### src/rtl/arya_fetch_pkg.sv
// Shared types and default widths for the instruction fetch stage.
package arya_fetch_pkg;

   localparam int unsigned INST_ADDR_WIDTH_DEF = 6;
   localparam int unsigned INST_WIDTH_DEF      = 32;
   localparam int unsigned FIFO_DEPTH_DEF      = 4;

   typedef enum logic [1:0] {
      ST_IDLE   = 2'd0,
      ST_RUN    = 2'd1,
      ST_HALTED = 2'd2
   } fetch_state_e;

   typedef struct packed {
      logic [INST_WIDTH_DEF-1:0]      inst;
      logic [INST_ADDR_WIDTH_DEF-1:0] word_addr;
   } fetch_entry_t;

endpackage

### src/rtl/inst_fetch_unit_if.sv
// Fetch-stage bus: PC control, instruction memory, redirect and decode handoff.
interface inst_fetch_unit_if #(
   parameter int unsigned ADDR_W = 6,
   parameter int unsigned INST_W = 32
);
   logic [ADDR_W+1:0] pc;
   logic              pc_en;
   logic              pc_wen;
   logic [ADDR_W-1:0] pc_in;
   logic              imem_rd_en;
   logic [ADDR_W-1:0] imem_addr;
   logic [INST_W-1:0] imem_rdata;
   logic              redirect_valid;
   logic [ADDR_W-1:0] redirect_addr;
   logic              out_valid;
   logic              out_ready;
   logic [INST_W-1:0] out_inst;
   logic [ADDR_W+1:0] out_pc;

   modport master (
      input  pc, imem_rdata, redirect_valid, redirect_addr, out_ready,
      output pc_en, pc_wen, pc_in, imem_rd_en, imem_addr, out_valid, out_inst, out_pc
   );

   modport slave (
      output pc, imem_rdata, redirect_valid, redirect_addr, out_ready,
      input  pc_en, pc_wen, pc_in, imem_rd_en, imem_addr, out_valid, out_inst, out_pc
   );
endinterface

### src/rtl/fetch_fifo.sv
// Instruction buffer: synchronous FIFO with flush, head-of-queue view and occupancy count.
module fetch_fifo
   import arya_fetch_pkg::*;
#(
   parameter int unsigned DEPTH = FIFO_DEPTH_DEF
) (
   input  logic                     clk,
   input  logic                     reset_n,
   input  logic                     flush,
   input  logic                     push,
   input  fetch_entry_t             push_data,
   input  logic                     pop,
   output fetch_entry_t             head,
   output logic [$clog2(DEPTH):0]   count
);
   localparam int unsigned PTR_W = $clog2(DEPTH);
   localparam int unsigned CNT_W = $clog2(DEPTH) + 1;

   fetch_entry_t     mem [DEPTH];
   logic [PTR_W-1:0] wr_ptr;
   logic [PTR_W-1:0] rd_ptr;
   logic             do_push;
   logic             do_pop;

   assign do_pop  = pop && (count != '0);
   assign do_push = push && ((32'(count) < DEPTH) || do_pop);
   assign head    = mem[rd_ptr];

   // Storage is cleared on reset so the head reads zero out of reset.
   always_ff @(posedge clk or negedge reset_n) begin
      if (!reset_n) begin
         wr_ptr <= '0;
         rd_ptr <= '0;
         count  <= '0;
         for (int unsigned i = 0; i < DEPTH; i++) mem[i] <= '0;
      end else if (flush) begin
         wr_ptr <= '0;
         rd_ptr <= '0;
         count  <= '0;
      end else begin
         if (do_push) begin
            mem[wr_ptr] <= push_data;
            wr_ptr      <= wr_ptr + PTR_W'(1);
         end
         if (do_pop) rd_ptr <= rd_ptr + PTR_W'(1);
         if (do_push && !do_pop)      count <= count + CNT_W'(1);
         else if (!do_push && do_pop) count <= count - CNT_W'(1);
      end
   end
endmodule

### src/rtl/inst_fetch_unit.sv
// Fetch stage: drives the PC incrementor, issues imem reads under a FIFO credit and handles redirects.
module inst_fetch_unit
   import arya_fetch_pkg::*;
#(
   parameter int unsigned INST_ADDR_WIDTH = INST_ADDR_WIDTH_DEF,
   parameter int unsigned INST_WIDTH      = INST_WIDTH_DEF,
   parameter int unsigned FIFO_DEPTH      = FIFO_DEPTH_DEF
) (
   input  logic               clk,
   input  logic               reset_n,
   input  logic               start,
   input  logic               halt_req,
   inst_fetch_unit_if.master  bus
);
   localparam int unsigned CNT_W = $clog2(FIFO_DEPTH) + 1;

   fetch_state_e               state;
   logic                       inflight;
   logic [INST_ADDR_WIDTH-1:0] issued_addr;
   logic [CNT_W-1:0]           count;
   logic                       issue_c;
   logic [INST_ADDR_WIDTH-1:0] pc_word_c;
   logic [INST_WIDTH-1:0]      rdata_c;
   logic                       pop_c;
   fetch_entry_t               push_entry;
   fetch_entry_t               head;
   logic                       unused_pc_lsb;

   assign pc_word_c     = bus.pc[INST_ADDR_WIDTH+1:2];
   assign unused_pc_lsb = ^bus.pc[1:0];
   assign rdata_c       = bus.imem_rdata;

   // Credit check counts the outstanding read so a full FIFO never overflows.
   assign issue_c = (state == ST_RUN) && !bus.redirect_valid &&
                    ((32'(count) + 32'(inflight)) < FIFO_DEPTH);

   always_ff @(posedge clk or negedge reset_n) begin
      if (!reset_n) begin
         state       <= ST_IDLE;
         inflight    <= 1'b0;
         issued_addr <= '0;
      end else begin
         inflight <= issue_c;
         if (issue_c) issued_addr <= pc_word_c;
         unique case (state)
            ST_IDLE:   if (start || bus.redirect_valid) state <= ST_RUN;
            ST_RUN:    if (!bus.redirect_valid && halt_req) state <= ST_HALTED;
            ST_HALTED: if (bus.redirect_valid) state <= ST_RUN;
            default:   state <= ST_IDLE;
         endcase
      end
   end

   // PC is always loaded explicitly; redirect outranks a normal issue.
   always_comb begin
      bus.pc_en      = 1'b0;
      bus.pc_wen     = 1'b0;
      bus.pc_in      = '0;
      bus.imem_rd_en = 1'b0;
      bus.imem_addr  = '0;
      if (bus.redirect_valid) begin
         bus.pc_en  = 1'b1;
         bus.pc_wen = 1'b1;
         bus.pc_in  = bus.redirect_addr;
      end else if (issue_c) begin
         bus.pc_en      = 1'b1;
         bus.pc_wen     = 1'b1;
         bus.pc_in      = pc_word_c + INST_ADDR_WIDTH'(1);
         bus.imem_rd_en = 1'b1;
         bus.imem_addr  = pc_word_c;
      end
   end

   assign push_entry = '{inst: rdata_c, word_addr: issued_addr};
   assign pop_c      = bus.out_valid && bus.out_ready;

   fetch_fifo #(.DEPTH(FIFO_DEPTH)) u_fifo (
      .clk       (clk),
      .reset_n   (reset_n),
      .flush     (bus.redirect_valid),
      .push      (inflight && !bus.redirect_valid),
      .push_data (push_entry),
      .pop       (pop_c),
      .head      (head),
      .count     (count)
   );

   assign bus.out_valid = (count != '0) && !bus.redirect_valid;
   assign bus.out_inst  = head.inst;
   assign bus.out_pc    = {head.word_addr, 2'b00};
endmodule

### src/flat_wrapper.sv
// flat-port wrapper written by rule: the top's interface ports become plain ports
module inst_fetch_unit_flat import arya_fetch_pkg::*;
#(
   parameter int unsigned INST_ADDR_WIDTH = INST_ADDR_WIDTH_DEF,
   parameter int unsigned INST_WIDTH      = INST_WIDTH_DEF,
   parameter int unsigned FIFO_DEPTH      = FIFO_DEPTH_DEF
)
  (clk, reset_n, start, halt_req, bus_pc, bus_imem_rdata, bus_redirect_valid, bus_redirect_addr, bus_out_ready, bus_pc_en, bus_pc_wen, bus_pc_in, bus_imem_rd_en, bus_imem_addr, bus_out_valid, bus_out_inst, bus_out_pc);
  inst_fetch_unit_if #(.ADDR_W((6)), .INST_W(32)) bus_i ();
  input  logic clk;
  input  logic reset_n;
  input  logic start;
  input  logic halt_req;
  input wire logic [$bits(bus_i.pc)-1:0] bus_pc;
  input wire logic [$bits(bus_i.imem_rdata)-1:0] bus_imem_rdata;
  input wire logic [$bits(bus_i.redirect_valid)-1:0] bus_redirect_valid;
  input wire logic [$bits(bus_i.redirect_addr)-1:0] bus_redirect_addr;
  input wire logic [$bits(bus_i.out_ready)-1:0] bus_out_ready;
  output wire logic [$bits(bus_i.pc_en)-1:0] bus_pc_en;
  output wire logic [$bits(bus_i.pc_wen)-1:0] bus_pc_wen;
  output wire logic [$bits(bus_i.pc_in)-1:0] bus_pc_in;
  output wire logic [$bits(bus_i.imem_rd_en)-1:0] bus_imem_rd_en;
  output wire logic [$bits(bus_i.imem_addr)-1:0] bus_imem_addr;
  output wire logic [$bits(bus_i.out_valid)-1:0] bus_out_valid;
  output wire logic [$bits(bus_i.out_inst)-1:0] bus_out_inst;
  output wire logic [$bits(bus_i.out_pc)-1:0] bus_out_pc;
  assign bus_i.pc = bus_pc;
  assign bus_i.imem_rdata = bus_imem_rdata;
  assign bus_i.redirect_valid = bus_redirect_valid;
  assign bus_i.redirect_addr = bus_redirect_addr;
  assign bus_i.out_ready = bus_out_ready;
  assign bus_pc_en = bus_i.pc_en;
  assign bus_pc_wen = bus_i.pc_wen;
  assign bus_pc_in = bus_i.pc_in;
  assign bus_imem_rd_en = bus_i.imem_rd_en;
  assign bus_imem_addr = bus_i.imem_addr;
  assign bus_out_valid = bus_i.out_valid;
  assign bus_out_inst = bus_i.out_inst;
  assign bus_out_pc = bus_i.out_pc;
  inst_fetch_unit #(.INST_ADDR_WIDTH(INST_ADDR_WIDTH), .INST_WIDTH(INST_WIDTH), .FIFO_DEPTH(FIFO_DEPTH)) u_core (.clk(clk), .reset_n(reset_n), .start(start), .halt_req(halt_req), .bus(bus_i));
endmodule
### config.mk
export PLATFORM = sky130hd
export DESIGN_NAME = inst_fetch_unit_flat
export DESIGN_NICKNAME = d
export VERILOG_FILES = /design/src/rtl/arya_fetch_pkg.sv /design/src/rtl/inst_fetch_unit_if.sv /design/src/rtl/fetch_fifo.sv /design/src/rtl/inst_fetch_unit.sv /design/src/flat_wrapper.sv
export SDC_FILE = /design/constraint.sdc
export NUM_CORES = 1
export LEC_CHECK = 0
export BUFFER_PORTS_ARGS = -buffer_cell sky130_fd_sc_hd__buf_4
export CORE_MARGIN = 2
export CORE_UTILIZATION = 45
export DETAILED_ROUTE_END_ITERATION = 16
export PLACE_DENSITY = 0.68
export SYNTH_ARGS = -nofsm -noshare
export SYNTH_HDL_FRONTEND = slang
export SYNTH_SLANG_ARGS = --single-unit
### constraint.sdc
create_clock -name clk -period 2.1 [get_ports clk]
set_clock_uncertainty 0.1 [all_clocks]
set_input_delay 0.42 -clock clk [delete_from_list [all_inputs] [get_ports clk]]
set_output_delay 0.42 -clock clk [all_outputs]
set_load 0.005 [all_outputs]
==> impl_metrics.csv, run 1 <==
group,metric,value,unit
yosys,synthArstFlopShare,100.0,%
power,netSwitchingFraction,27.99,%
cts,insertion_delay,0.42,ns
yosys,synthCells,485,
layout,antenna_cells,0,
cts,clk_pin_slew,0.06,ns
floorplan,die_y,133.8,um
floorplan,core,0.01652,mm^2
grt,grt_pass1_wl,26.82,mm
sta,worstMarginPinSlew,0.5230,ns
sta,holdWs,0.1483,ns
detailed_routing,drt_iter0_drc,168,
yosys,ys_ff_latch,168,
detailed_routing,dr.pass1.iters,4,
worst_setup_path,cp-start-kind,"flop",
yosys,yosys_most_used_dff,"dfrtp_1",
worst_setup_path,reg2reg_slack,0.11,ns
worst_setup_path,crit_type,"flop to output pin",
floorplan,pin_count,108,
detailed_routing,drt-total-wl,16.22,mm
power,power_frac_seq,36.9,%
power,p_leak,0.004743,uW
detailed_routing,vias,4582,
sta,rsz0062_at_grt,"true",
detailed_routing,routed_via_density,5.291,
cts,clock-sinks,168,
detailed_routing,postRouteAntennaNets,0,
yosys,ys_seq_area_share,55.45,%
power,internal_power,9742,uW
placement,dp_slack,-0.1002,ns
worst_setup_path,crit_path_max_fanout,7,
yosys,synth_edf_count,0,
detailed_routing,route.detailed.wl_per_inst,18.73,um
cts,clockRootBuffer,"clkbuf_16",
min_path,worstHoldEndpoint,"u_core.u_fifo.mem[145]",
layout,layout-drive-gt1-share,63.16,%
status,status,"finished with violations",
cts,cts_buffer_depth,2,
floorplan,start_util,45.88,%
power,switchingPower,3787,uW
worst_setup_path,r2r_start,"u_core.u_fifo.count[2]",
worst_setup_path,r2r_end,"u_core.u_fifo.count[1]",
worst_setup_path,end_kind,"output pin",
floorplan,fp-row-count,47,
placement,gp_congestion,0.7357,
power,power.total,13530,uW
floorplan,die_x,133.8,um
power,power_density,1357,mW/mm^2
cts,cts_tree,"built",
sta,finalSetupViolCount,53,
sta,hold_viol_final,0,
layout,layout_commonest_cell,"dfrtp_1",
cts,cts-buffers-inserted,17,
yosys,synth.distinct_cells,37,
sta,fin_ws,-0.4158,ns
grt,grt_overflow_total,0,
status,violations,"setup timing",
power,p_comb_share,41.6,%
min_path,hold_depth,2,
grt,grtUsageTotal,19.57,%
layout,stdcell_count,866,
yosys,avgSynthCellArea,15.63,um^2
yosys,ys_warn_count,0,
layout,area_growth,31.52,%
layout,final_cell_mix,"166 x dfrtp_1, 152 x mux2_2, 95 x buf_4",
power,vdd_drop_max,0.7002,mV
floorplan,die_area,0.01790,mm^2
min_path,hold_class,"primary input to flop",
sta,slew_violations,0,
placement,dp_hpwl,10.52,mm
power,p_clk_share,21.5,%
layout,nFillCells,1272,
yosys,synth_area,0.007582,mm^2
grt,antenna_found_initial,0,
min_path,hold_start,"bus_imem_rdata[25]",
grt,grt_pass1_vias,5089,
run,max-cap-violations,0,
cts,h-tree-depth,4,
sta,period_needed,2.516,ns
detailed_routing,drc,0,
placement,dp.cells,816,
worst_setup_path,crit_required,1.58,ns
sta,max_slew_margin,65.13,%
layout,nNetsFinal,692,
layout,final_cell_area,0.009972,mm^2
sta,min_period_over_period,119.8,%
placement,numPortBuffers,103,
placement,dpl-instance-area,0.008952,mm^2
worst_setup_path,cp_data_arrival_time,2.00,ns
worst_setup_path,r2r_cells,8,
grt,grt_max_degree,53,
sta,fmaxAchievable,397.5,MHz
[metrics by stage]
| stage | util, % | setup TNS [ns] |
|---|---|---|
| 2_1_floorplan | - | -0.05176 |
| 5_1_grt | 60.35 | -15.30 |
| 6_report | 60.35 | -11.87 |
| 3_3_place_gp | 54.18 | -0.6757 |
| 4_1_cts | 59.55 | -14.62 |
| 3_5_place_dp | 54.18 | -0.8145 |
[critical path: stages (launching register included)]
cell,delay [ns]
dfrtp_1,0.38
or4b_4,0.54
a31oi_4,0.25
buf_6,0.17
and2_4,0.15
buf_6,0.09
[area by class of cell]
class	count	area [um^2]	area share, %
Clock buffer	22	494.2	4.956
Tap cell	220	275.3	2.760
Multi-Input combinational cell	278	3241	32.50
Inverter	7	28.78	0.2886
Sequential cell	168	4207	42.18
Timing Repair Buffer	162	1662	16.66
Clock inverter	9	65.06	0.6524
[flip-flops by register name, indices dropped and copies added (netlist names)]
name	flops
u_core.issued_addr	6
u_core.u_fifo.count	3
u_core.u_fifo.rd_ptr	2
u_core.state	2
u_core.inflight	1
u_core.u_fifo.wr_ptr	2
u_core.u_fifo.mem	152
[synth_stat cells, types with 2 or more instances]
cell | count | area share [%]
a22oi_1 | 2 | 0.20
xor2_1 | 4 | 0.46
nand2_1 | 10 | 0.50
nor2_1 | 10 | 0.50
inv_1 | 6 | 0.30
o21bai_1 | 2 | 0.20
nor3_1 | 2 | 0.13
mux4_2 | 38 | 11
o21ai_1 | 5 | 0.33
nand3_1 | 2 | 0.13
a21oi_1 | 4 | 0.26
clkbuf_1 | 7 | 0.35
and2_1 | 7 | 0.58
buf_2 | 13 | 0.86
buf_6 | 2 | 0.30
o21ai_0 | 4 | 0.26
buf_4 | 11 | 1.1
mux2_2 | 152 | 23
a211oi_1 | 3 | 0.30
xnor2_1 | 2 | 0.23
nand2b_1 | 5 | 0.41
nand3b_1 | 2 | 0.20
a21o_1 | 7 | 0.69
ha_1 | 5 | 0.83
dfrtp_1 | 168 | 55
[what timing repair did]
item,in CTS,in global routing
setup buffers,8,9
setup endpoints to repair,53,56
hold buffers,1,0
gates cloned,3,1
endpoints found under the hold margin,48,0
pin swaps,1,4
gates resized for setup,51,21
[how the worst max path moves through the flow]
stage,startpoint,endpoint,cells past startpoint
after floorplan,bus_redirect_valid,bus_pc_wen,7
after global placement,bus_redirect_valid,bus_imem_addr[5],6
after detailed placement,bus_redirect_valid,bus_imem_addr[3],6
after CTS,u_core.state[1],bus_pc_in[0],5
after global routing,u_core.state[1],bus_imem_addr[2],5
final,u_core.state[1],bus_imem_addr[1],5
[cells by family after synthesis]
family / count (synthesis) / synth area share [%]
AO/OA/AOI/OAI: 32 / 2.970
XOR/XNOR: 6 / 0.6931
adder cells (fa/ha/maj): 6 / 1.089
buffers and inverters: 40 / 2.937
flip-flops: 168 / 55.45
multiplexers: 191 / 33.99
other: 1 / 0.04946
AND/OR/NAND/NOR: 41 / 2.822
[power by group through the flow]
stage	Combinational, uW	Clock [uW]	Sequential (uW)
6_report	5620	2910	5000
5_1_grt	6050	3130	5160
4_1_cts	5500	2980	5020
3_5_place_dp	4730	0	5060
3_3_place_gp	4610	0	4930
2_1_floorplan	2890	0	4820
[metal layers]
| metal | routed length, um | global-route usage, % | vias up | share of wire [%] |
|---|---|---|---|---|
| met5 | 0 | 0 | - | 0 |
| met3 | 644 | 5.140 | 19 | 4.0 |
| met2 | 8453 | 33.59 | 96 | 52 |
| met1 | 6886 | 24.37 | 2387 | 42 |
| met4 | 239 | 6.147 | 0 | 1.5 |
| li1 | - | - | 2080 | - |
No activity file was read; power rests on OpenSTA's default activity.
==> run 2, diff against run 1 <==
--- a/config.mk
+++ b/config.mk
@@ -9,6 +9,7 @@
 export CORE_MARGIN = 2
 export CORE_UTILIZATION = 45
 export DETAILED_ROUTE_END_ITERATION = 16
+export GPL_TIMING_DRIVEN = 0
 export PLACE_DENSITY = 0.68
 export SYNTH_ARGS = -nofsm -noshare
 export SYNTH_HDL_FRONTEND = slang
==> constraint.sdc (replaced) <==
create_clock -name clk -period 2.1 [get_ports clk]
set_clock_uncertainty 0.1 [all_clocks]
set_input_delay 0.42 -clock clk [delete_from_list [all_inputs] [get_ports clk]]
set_output_delay 0.42 -clock clk [all_outputs]
set_load 0.1 [all_outputs]
==> impl_metrics.csv, run 2 (synthesis results as in run 1) <==
group,metric,value,unit
status,status,"finished with violations",
status,violations,"hold timing, setup timing",
grt,antenna_found_initial,0,
cts,cts-buffers-inserted,17,
cts,clockRootBuffer,"clkbuf_16",
cts,cts_tree,"built",
grt,grt_pass1_wl,27.09,mm
layout,seq_area,0.004209,mm^2
detailed_routing,route.detailed.wl_per_inst,19.17,um
layout,layout_commonest_cell,"dfrtp_1",
layout,fin_util,62.50,%
cts,clk_pin_slew,0.06,ns
cts,hold_buffers,0,
grt,grt_pass1_vias,5151,
floorplan,die_area,0.01790,mm^2
worst_setup_path,cp_data_arrival_time,2.14,ns
sta,slew_violations,0,
cts,insertion_delay,0.41,ns
layout,largest_register_ffs,152,
placement,gp_congestion,0.7202,
sta,worstMarginPinSlew,0.8066,ns
grt,grt_max_degree,88,
min_path,hold_class,"primary input to async pin",
layout,final_cell_mix,"164 x dfrtp_1, 152 x mux2_2, 71 x buf_4",
detailed_routing,drc,0,
cts,cts_buffer_depth,2,
worst_setup_path,r2r_end,"u_core.u_fifo.count[1]",
layout,nNetsFinal,696,
layout,regMostFlops,"u_core.u_fifo.mem",
detailed_routing,route.met2.wl,8.741,mm
layout,antenna_cells,0,
cts,clock-sinks,168,
placement,numPortBuffers,102,
sta,max_slew_margin,46.22,%
placement,dp_hpwl,10.41,mm
run,max-cap-violations,0,
detailed_routing,wl_met3,628,um
floorplan,die_x,133.8,um
grt,grt_overflow_total,0,
sta,fmaxAchievable,375.4,MHz
worst_setup_path,crit_type,"flop to output pin",
floorplan,die_y,133.8,um
cts,h-tree-depth,4,
sta,finalSetupViolCount,55,
detailed_routing,vias,4642,
worst_setup_path,reg2reg_slack,-0.05,ns
detailed_routing,postRouteAntennaNets,0,
worst_setup_path,crit_required,1.58,ns
sta,fin_ws,-0.5641,ns
detailed_routing,drt-total-wl,16.64,mm
sta,hold_viol_final,17,
floorplan,fp-row-count,47,
layout,nFillCells,1217,
detailed_routing,routed.top_layer,"met4",
grt,grtUsageTotal,19.58,%
floorplan,start_util,45.88,%
detailed_routing,routed_via_density,5.348,
worst_setup_path,r2r_start,"u_core.u_fifo.count[2]",
sta,fin_setup_tns,-18.49,ns
worst_setup_path,end_kind,"output pin",
detailed_routing,met1_length,7.114,mm
layout,multi_input_area,0.003309,mm^2
floorplan,pin_count,108,
layout,largestRegisters,"u_core.u_fifo.mem: 152 flops, u_core.issued_addr: 6 flops, u_core.u_fifo.count: 3 flops",
detailed_routing,dr.pass1.iters,5,
sta,period_needed,2.664,ns
floorplan,core,0.01652,mm^2
layout,area_growth,36.22,%
worst_setup_path,r2r_cells,9,
sta,min_period_over_period,126.9,%
worst_setup_path,crit_path_max_fanout,10,
detailed_routing,drt_iter0_drc,225,
sta,rsz0062_at_grt,"true",
worst_setup_path,cp-start-kind,"flop",
layout,layout-drive-gt1-share,64.20,%
sta,holdWs,-0.02973,ns
[run 2: repair_timing]
action,in CTS,in global routing
hold endpoints to repair,0,0
cloned,4,0
resized for setup,154,36
setup buffers,23,9
endpoints found under the setup margin,134,105
pin swaps,7,7
[run 2: per-layer routing]
metal	global-route usage, %	vias to the layer above
li1	-	2089
met1	25.24	2443
met2	33.90	101
met3	4.346	9
met4	4.787	0
met5	0	-
[run 2: metrics by stage]
| step | cells | cell area [um^2] | setup WS, ns |
|---|---|---|---|
| 2_1_floorplan | 486 | 7686 | -0.4873 |
| 3_3_place_gp | 808 | 8727 | -0.4532 |
| 3_5_place_dp | 809 | 8758 | -0.4760 |
| 4_1_cts | 863 | 10190 | -0.5724 |
| 5_1_grt | 868 | 10330 | -0.6346 |
| 6_report | 868 | 10330 | -0.5641 |
[run 2: area by class of cell]
cell class / instances / share of cell area [%]
flip-flops and latches: 168 / 40.75
multi-input cells: 278 / 32.04
repair buffers: 136 / 15.77
clock buffers: 20 / 4.518
plain buffers: 30 / 2.992
well taps: 220 / 2.665
clock inverters: 9 / 0.9812
inverters: 7 / 0.2786
[run 2: how the worst max path moves through the flow]
stage | startpoint | to | slack [ns] | depth (start not counted)
final | u_core.u_fifo.count[2] | bus_pc_wen | -0.56 | 7
after global routing | u_core.state[1] | bus_pc_in[5] | -0.63 | 6
after CTS | u_core.state[1] | bus_pc_in[4] | -0.57 | 6
after detailed placement | u_core.u_fifo.count[2] | bus_pc_in[0] | -0.48 | 6
after global placement | bus_redirect_valid | bus_pc_in[0] | -0.45 | 7
after floorplan | bus_redirect_valid | bus_pc_in[0] | -0.49 | 6
[run 2: worst max-delay path, stage by stage (launching register included)]
cell     delay [ns]
dfrtp_2        0.42
or4b_4         0.51
a31oi_4        0.21
inv_2          0.08
buf_12         0.16
nand2_4        0.08
buf_6          0.10
buf_12         0.16
Power of run 2 is left out: the tool's default activity adds up to more than one toggle a clock period on the data nets, which glitch-free logic cannot reach.
